`src/rtl/pid_pkg.sv`:
```
// Shared types and width helpers for the multi-channel incremental PID controller.
package pid_pkg;

  typedef enum logic [2:0] {
    S_IDLE  = 3'd0,
    S_ERR   = 3'd1,
    S_MP    = 3'd2,
    S_MI    = 3'd3,
    S_MD    = 3'd4,
    S_CLAMP = 3'd5
  } state_t;

  // Error e = setpoint - sample needs one extra sign bit.
  function automatic int err_w(input int dw);
    return dw + 1;
  endfunction

  // Sums/differences of two errors need one more bit again.
  function automatic int diff_w(input int dw);
    return dw + 2;
  endfunction

  // Zero-extended gain (gw+1 signed) times a diff_w operand.
  function automatic int prod_w(input int gw, input int dw);
    return gw + dw + 3;
  endfunction

  // Accumulator of three products; one guard bit is enough.
  function automatic int acc_w(input int gw, input int dw);
    return gw + dw + 4;
  endfunction

  // Saturate a signed value into [lo, hi].
  function automatic logic signed [63:0] clamp_s64(input logic signed [63:0] u,
                                                   input logic signed [63:0] lo,
                                                   input logic signed [63:0] hi);
    if (u < lo) return lo;
    else if (u > hi) return hi;
    else return u;
  endfunction

endpackage

```
`src/rtl/pid_chan_mem.sv`:
```
// Per-channel state: setpoint, previous error and previous (clamped) output.
module pid_chan_mem import pid_pkg::*; #(
  parameter int DW       = 16,
  parameter int NCH      = 4,
  parameter int CW       = 2,
  parameter int SP_RESET = 54321
) (
  input  logic                          clk,
  input  logic                          rst_n,
  input  logic                          clr,
  input  logic [CW-1:0]                 rd_ch,
  output logic [DW-1:0]                 rd_sp,
  output logic signed [err_w(DW)-1:0]   rd_ep,
  output logic [DW-1:0]                 rd_yp,
  input  logic                          hist_we,
  input  logic [CW-1:0]                 hist_ch,
  input  logic signed [err_w(DW)-1:0]   hist_ep,
  input  logic [DW-1:0]                 hist_yp,
  input  logic                          sp_we,
  input  logic [CW-1:0]                 sp_ch,
  input  logic [DW-1:0]                 sp_data
);

  localparam int EW = err_w(DW);

  logic [DW-1:0]        sp_q [NCH];
  logic [DW-1:0]        sp_d [NCH];
  logic signed [EW-1:0] ep_q [NCH];
  logic signed [EW-1:0] ep_d [NCH];
  logic [DW-1:0]        yp_q [NCH];
  logic [DW-1:0]        yp_d [NCH];

  assign rd_sp = sp_q[rd_ch];
  assign rd_ep = ep_q[rd_ch];
  assign rd_yp = yp_q[rd_ch];

  // Next entry values: clear wipes histories, then history and setpoint writes apply.
  always_comb begin
    for (int i = 0; i < NCH; i++) begin
      sp_d[i] = sp_q[i];
      ep_d[i] = ep_q[i];
      yp_d[i] = yp_q[i];
    end
    if (clr) begin
      for (int i = 0; i < NCH; i++) begin
        ep_d[i] = '0;
        yp_d[i] = '0;
      end
    end
    if (hist_we) begin
      ep_d[hist_ch] = hist_ep;
      yp_d[hist_ch] = hist_yp;
    end
    if (sp_we) sp_d[sp_ch] = sp_data;
  end

  // Entry registers; reset restores default setpoints and empty histories.
  always_ff @(posedge clk or negedge rst_n) begin
    if (!rst_n) begin
      for (int i = 0; i < NCH; i++) begin
        sp_q[i] <= DW'(SP_RESET);
        ep_q[i] <= '0;
        yp_q[i] <= '0;
      end
    end else begin
      for (int i = 0; i < NCH; i++) begin
        sp_q[i] <= sp_d[i];
        ep_q[i] <= ep_d[i];
        yp_q[i] <= yp_d[i];
      end
    end
  end

endmodule

```
`src/rtl/pid_mc.sv`:
```
// Multi-channel incremental PID: one sequential datapath and one multiplier shared by NCH loops.
module pid_mc import pid_pkg::*; #(
  parameter int     DW       = 16,
  parameter int     GW       = 16,
  parameter int     NCH      = 4,
  parameter int     CW       = (NCH > 1) ? $clog2(NCH) : 1,
  parameter int     SHIFT    = 11,
  parameter int     SP_RESET = 54321,
  parameter longint OUT_MIN  = 1,
  parameter longint OUT_MAX  = (longint'(1) << DW) - 1
) (
  input  logic          clk,
  input  logic          rst_n,
  input  logic [GW-1:0] cfg_kp,
  input  logic [GW-1:0] cfg_ki,
  input  logic [GW-1:0] cfg_kd,
  input  logic          cfg_we,
  input  logic [CW-1:0] cfg_ch,
  input  logic [DW-1:0] cfg_sp,
  input  logic          clr,
  input  logic          in_valid,
  output logic          in_ready,
  input  logic [CW-1:0] in_ch,
  input  logic [DW-1:0] in_data,
  output logic          out_valid,
  output logic [CW-1:0] out_ch,
  output logic [DW-1:0] out_data,
  output logic          out_sat
);

  localparam int EW  = err_w(DW);
  localparam int DFW = diff_w(DW);
  localparam int PW  = prod_w(GW, DW);
  localparam int AW  = acc_w(GW, DW);
  localparam int UW  = AW + 1;

  state_t               state_q, state_d;
  logic [CW-1:0]        ch_q, ch_d;
  logic [DW-1:0]        data_q, data_d;
  logic [GW-1:0]        kp_q, kp_d, ki_q, ki_d, kd_q, kd_d;
  logic [DW-1:0]        sp_q, sp_d;
  logic signed [EW-1:0] ep_q, ep_d;
  logic [DW-1:0]        yp_q, yp_d;
  logic signed [EW-1:0] e_q, e_d;
  logic signed [AW-1:0] acc_q, acc_d;
  logic                 out_valid_q, out_valid_d;
  logic [CW-1:0]        out_ch_q, out_ch_d;
  logic [DW-1:0]        out_data_q, out_data_d;
  logic                 out_sat_q, out_sat_d;

  logic [CW-1:0]         rd_ch, sp_ch;
  logic [DW-1:0]         mem_sp, mem_yp;
  logic signed [EW-1:0]  mem_ep;
  logic                  hist_we, mem_clr;
  logic [GW-1:0]         mul_gain;
  logic signed [DFW-1:0] mul_opd;
  logic signed [PW-1:0]  prod;
  logic signed [AW-1:0]  prod_ext, acc_shr;
  logic signed [UW-1:0]  u_val;
  logic signed [63:0]    u_ext, y_ext;

  // Out-of-range channel numbers fold back onto the implemented channels.
  assign rd_ch = CW'(32'(in_ch) % NCH);
  assign sp_ch = CW'(32'(cfg_ch) % NCH);

  assign in_ready  = (state_q == S_IDLE) && !clr;
  assign out_valid = out_valid_q;
  assign out_ch    = out_ch_q;
  assign out_data  = out_data_q;
  assign out_sat   = out_sat_q;

  pid_chan_mem #(
    .DW(DW), .NCH(NCH), .CW(CW), .SP_RESET(SP_RESET)
  ) u_mem (
    .clk(clk), .rst_n(rst_n), .clr(mem_clr),
    .rd_ch(rd_ch), .rd_sp(mem_sp), .rd_ep(mem_ep), .rd_yp(mem_yp),
    .hist_we(hist_we), .hist_ch(ch_q), .hist_ep(e_q), .hist_yp(y_ext[DW-1:0]),
    .sp_we(cfg_we), .sp_ch(sp_ch), .sp_data(cfg_sp)
  );

  // Select the single multiplier's operands for the current PID term.
  always_comb begin
    mul_gain = '0;
    mul_opd  = '0;
    case (state_q)
      S_MP: begin
        mul_gain = kp_q;
        mul_opd  = {e_q[EW-1], e_q};
      end
      S_MI: begin
        mul_gain = ki_q;
        mul_opd  = {e_q[EW-1], e_q} + {ep_q[EW-1], ep_q};
      end
      S_MD: begin
        mul_gain = kd_q;
        mul_opd  = {e_q[EW-1], e_q} - {ep_q[EW-1], ep_q};
      end
      default: ;
    endcase
  end

  assign prod     = $signed({1'b0, mul_gain}) * mul_opd;
  assign prod_ext = {prod[PW-1], prod};

  // Output stage: incremental update of the previous output, floor-scaled, then saturated.
  assign acc_shr = acc_q >>> SHIFT;
  assign u_val   = $signed({{(UW-DW){1'b0}}, yp_q}) + $signed({acc_shr[AW-1], acc_shr});
  assign u_ext   = {{(64-UW){u_val[UW-1]}}, u_val};
  assign y_ext   = clamp_s64(u_ext, OUT_MIN, OUT_MAX);

  // Sequencer: accept, error, three multiply-accumulate steps, clamp and write-back.
  always_comb begin
    state_d     = state_q;
    ch_d        = ch_q;
    data_d      = data_q;
    kp_d        = kp_q;
    ki_d        = ki_q;
    kd_d        = kd_q;
    sp_d        = sp_q;
    ep_d        = ep_q;
    yp_d        = yp_q;
    e_d         = e_q;
    acc_d       = acc_q;
    out_valid_d = 1'b0;
    out_ch_d    = out_ch_q;
    out_data_d  = out_data_q;
    out_sat_d   = out_sat_q;
    hist_we     = 1'b0;
    mem_clr     = 1'b0;
    case (state_q)
      S_IDLE: begin
        if (clr) begin
          mem_clr = 1'b1;
        end else if (in_valid) begin
          ch_d    = rd_ch;
          data_d  = in_data;
          kp_d    = cfg_kp;
          ki_d    = cfg_ki;
          kd_d    = cfg_kd;
          sp_d    = mem_sp;
          ep_d    = mem_ep;
          yp_d    = mem_yp;
          state_d = S_ERR;
        end
      end
      S_ERR: begin
        e_d     = $signed({1'b0, sp_q}) - $signed({1'b0, data_q});
        state_d = S_MP;
      end
      S_MP: begin
        acc_d   = prod_ext;
        state_d = S_MI;
      end
      S_MI: begin
        acc_d   = acc_q + prod_ext;
        state_d = S_MD;
      end
      S_MD: begin
        acc_d   = acc_q + prod_ext;
        state_d = S_CLAMP;
      end
      S_CLAMP: begin
        hist_we     = 1'b1;
        out_valid_d = 1'b1;
        out_ch_d    = ch_q;
        out_data_d  = y_ext[DW-1:0];
        out_sat_d   = (y_ext != u_ext);
        state_d     = S_IDLE;
      end
      default: state_d = S_IDLE;
    endcase
  end

  // All controller registers; reset abandons any computation in flight.
  always_ff @(posedge clk or negedge rst_n) begin
    if (!rst_n) begin
      state_q     <= S_IDLE;
      ch_q        <= '0;
      data_q      <= '0;
      kp_q        <= '0;
      ki_q        <= '0;
      kd_q        <= '0;
      sp_q        <= '0;
      ep_q        <= '0;
      yp_q        <= '0;
      e_q         <= '0;
      acc_q       <= '0;
      out_valid_q <= 1'b0;
      out_ch_q    <= '0;
      out_data_q  <= '0;
      out_sat_q   <= 1'b0;
    end else begin
      state_q     <= state_d;
      ch_q        <= ch_d;
      data_q      <= data_d;
      kp_q        <= kp_d;
      ki_q        <= ki_d;
      kd_q        <= kd_d;
      sp_q        <= sp_d;
      ep_q        <= ep_d;
      yp_q        <= yp_d;
      e_q         <= e_d;
      acc_q       <= acc_d;
      out_valid_q <= out_valid_d;
      out_ch_q    <= out_ch_d;
      out_data_q  <= out_data_d;
      out_sat_q   <= out_sat_d;
    end
  end

endmodule

```
`config.mk`:
```
export PLATFORM = sky130hd
export DESIGN_NAME = pid_mc
export DESIGN_NICKNAME = d
export VERILOG_FILES = /design/src/rtl/pid_pkg.sv /design/src/rtl/pid_chan_mem.sv /design/src/rtl/pid_mc.sv
export SDC_FILE = /design/constraint.sdc
export NUM_CORES = 2
export LEC_CHECK = 0
export ABC_AREA = 1
export CAP_MARGIN = 20
export CORE_MARGIN = 2
export CORE_UTILIZATION = 36
export CTS_CLUSTER_SIZE = 10
export DETAILED_ROUTE_END_ITERATION = 8
export PLACE_DENSITY_LB_ADDON = 0.12
export SYNTH_ARGS = -nofsm -noshare
export SYNTH_HDL_FRONTEND = slang
export SYNTH_SLANG_ARGS = --single-unit
export TNS_END_PERCENT = 30
```
`constraint.sdc`:
```
create_clock -name clk -period 14 [get_ports clk]
set_clock_uncertainty 0.15 [all_clocks]
set_input_delay 1.4 -clock clk [delete_from_list [all_inputs] [get_ports clk]]
set_output_delay 1.4 -clock clk [all_outputs]
set_load 0.05 [all_outputs]
```
==> results by group <==
Critical path
  – Kind of critical path: register to register
  – Reg2reg setup slack: 2620 ps
  – R2R cell count: 47
  – Worst path max stage delay: 680 ps
  – Slowest CP cell: fa_1
  – Buffers and inverters on the worst path: 8
  – Crit-path leading delay family: adder cells
  – Largest fanout on the critical path: 15
  – CP Capture Type: register
  – Startpoint types: register
  – Worst path depth: 47
  – Data required time of the critical path: 14330 ps
  – Critical Path AT: 11710 ps

Finish
  – FILL cells: 9700
  – Synth-to-layout area growth: 11.52%
  – Most frequent cells in the layout: nand2_1, inv_1, nor2_1
  – Commonest non-fill, non-tap cell in the layout: nand2_1
  – Final Net Count: 5004
  – Share of cells above drive strength 1: 0.05165
  – Fin util: 0.4032
  – # diodes: 0

Global route
  – M2 GR Usage: 0.3669
  – Met3 Track Usage GR: 0.02425
  – Layer with the highest usage: met2
  – Initial antenna violation count: 0
  – GRT met1 Usage: 0.3370
  – Global-route wire length before repair: 171200 µm
  – GRT Overall Usage: 0.2308
  – Total congestion overflow: 0
  – Largest net degree at the start of global routing: 109
  – Vias in the first global route: 29160

STA
  – Rel. slew slack: 0.2353
  – Worst Hold Margin: 329.8 ps
  – Final Cycle Share: 0.8127
  – Setup TNS: 0 ps
  – Fmax: 87.89 MHz
  – Hold Vio Cnt, Final: 0
  – Min Tclk post-route: 11380 ps
  – Worst Tran Pin Value: 1147 ps
  – Slew Limit Fails: 0
  – Setup violations, final: 0
  – RSZ-0062 raised after global routing: no

Synthesis
  – Fraction of registers with async set/reset: 1.000
  – Syn Area/Cell: 7.635 µm²
  – EDFF count, synth: 0
  – Post-synthesis sequential area ratio: 0.2893
  – Synth Instances: 4400
  – Synth warnings: 0
  – Main flop type after synthesis: dfrtp_1
  – Distinct cells, synth: 56
  – Area leader, netlist: dfrtp_1
  – Net Count, Synth: 4958
  – Top cells by area, synth: dfrtp_1, fa_1, nand2_1
  – Post-synth top area share: 0.2674
  – Number of synthesized register bits: 387
  – Synth Cell Area: 33590 µm²

CTS
  – CTS tree: built
  – CTS root buf: clkbuf_16
  – Clk buf depth: 3
  – TritonCTS buffer count: 46
  – Clock Pin Slew Worst Setup and Hold Paths: 60 ps
  – CTS Sinks: 387
  – H-tree levels: 2
  – Post-CTS Setup Inserts: 0
  – Skew-Pair Late Insertion Delay: 610 ps
  – Post-CTS Resized: 0
  – Hold-fix buffers, CTS: 0

Floorplan
  – Core area: 92910 µm²
  – Initial Utilization: 0.3616
  – FP Rows: 112
  – I/O pin count: 110
  – Die Ht: 309.5 µm
  – Die W: 309.5 µm
  – Die Area: 95770 µm²

Detailed routing
  – WL/cell: 18.76 µm
  – DR vias/cell: 4.981
  – DRC: 0
  – Vias: 28520
  – WL final: 107400 µm
  – Iteration-0 DRC Markers: 1870
  – Final ANT Viol Nets: 0
  – Initial DRT Pass Iterations: 6

Min path
  – Worst hold path depth: 2
  – Hold Path Class: register to register

Outcome
  – Status: completed

Flow run
  – Number of max-cap violations: 0

Placed design
  – GP Congestion: 0.9481
  – DP Wirelength: 80530 µm
  – Port bufs: 109
-- through the flow --
stage	area, µm²	std cells	setup slack [ps]
after global routing	37460	5726	1652
final	37460	5726	2622
after floorplan	33590	4400	4325
after detailed placement	36040	5650	2805
after global placement	36040	5650	2711
after CTS	37420	5724	2702
-- sequential cells by signal (all words and copies together) (netlist names), 16 cells and up --
signal and flops:
u_mem.ep_q 68, u_mem.sp_q 64, u_mem.yp_q 64, acc_q 36, e_q 17, ep_q 17, data_q 16, kd_q 16
ki_q 16, kp_q 16, out_data 16, sp_q 16, yp_q 16
-- path summary, 6_finish.rpt --
path                                       to    start
worst max-delay path                acc_q[35]  ep_q[0]
worst min-delay path                  kd_q[8]  kd_q[8]
worst max register to register      acc_q[35]  ep_q[0]
worst min register to register        kd_q[8]  kd_q[8]
max in group asynchronous             kp_q[3]    rst_n
min in group asynchronous       u_mem.ep_q[4]    rst_n
-- synth_stat cells (5+ instances only) --
master	number
a211oi_1	5
a21boi_0	7
a21o_1	18
a21oi_1	182
a221oi_1	11
a22oi_1	5
a31oi_1	44
and2_1	16
buf_1	13
buf_2	32
clkbuf_1	118
dfrtp_1	359
dfstp_2	28
fa_1	292
ha_1	177
inv_1	710
inv_2	13
nand2_1	1016
nand2_2	15
nand2_4	9
nand3_1	232
nand3b_1	11
nand4_1	22
nor2_1	410
nor3_1	15
o211ai_1	7
o21a_1	9
o21ai_0	392
o21ai_1	52
o21bai_1	8
o22ai_1	31
or2_2	16
xnor2_1	20
xor2_1	61
-- kinds of logic after synthesis --
logic type,Yosys count,share of synthesized area
compound gates,789,0.1284
flops,387,0.2893
simple gates,1781,0.2196
buf+inv,893,0.1016
xor+xnor,81,0.02112
fa+ha+maj,469,0.2399
-- metal layers --
| metal | routed length [µm] | vias to the layer above |
|---|---|---|
| li1 | - | 13940 |
| met1 | 52170 | 13810 |
| met2 | 48110 | 645 |
| met3 | 4633 | 127 |
| met4 | 2499 | 0 |
| met5 | 0 | - |
-- area by class of cell --
cell class | instances | area [µm²] | share of cell area
clock buffers | 68 | 1264 | 0.03373
clock inverters | 6 | 116.4 | 0.003106
inverters | 727 | 2734 | 0.07297
multi-input cells | 3120 | 20530 | 0.5481
flip-flops and latches | 387 | 9719 | 0.2594
well taps | 1254 | 1569 | 0.04188
repair buffers | 164 | 1529 | 0.04081
-- worst min-delay path: cells and delay by family (launching register included) --
| kind | cells | cell delay (ps) |
|---|---|---|
| DFF | 1 | 340 |
| and+or+nand+nor | 2 | 100 |
Power is not shown: default switching activity piles up to over one toggle a cycle in this logic, so the estimate is an artifact.
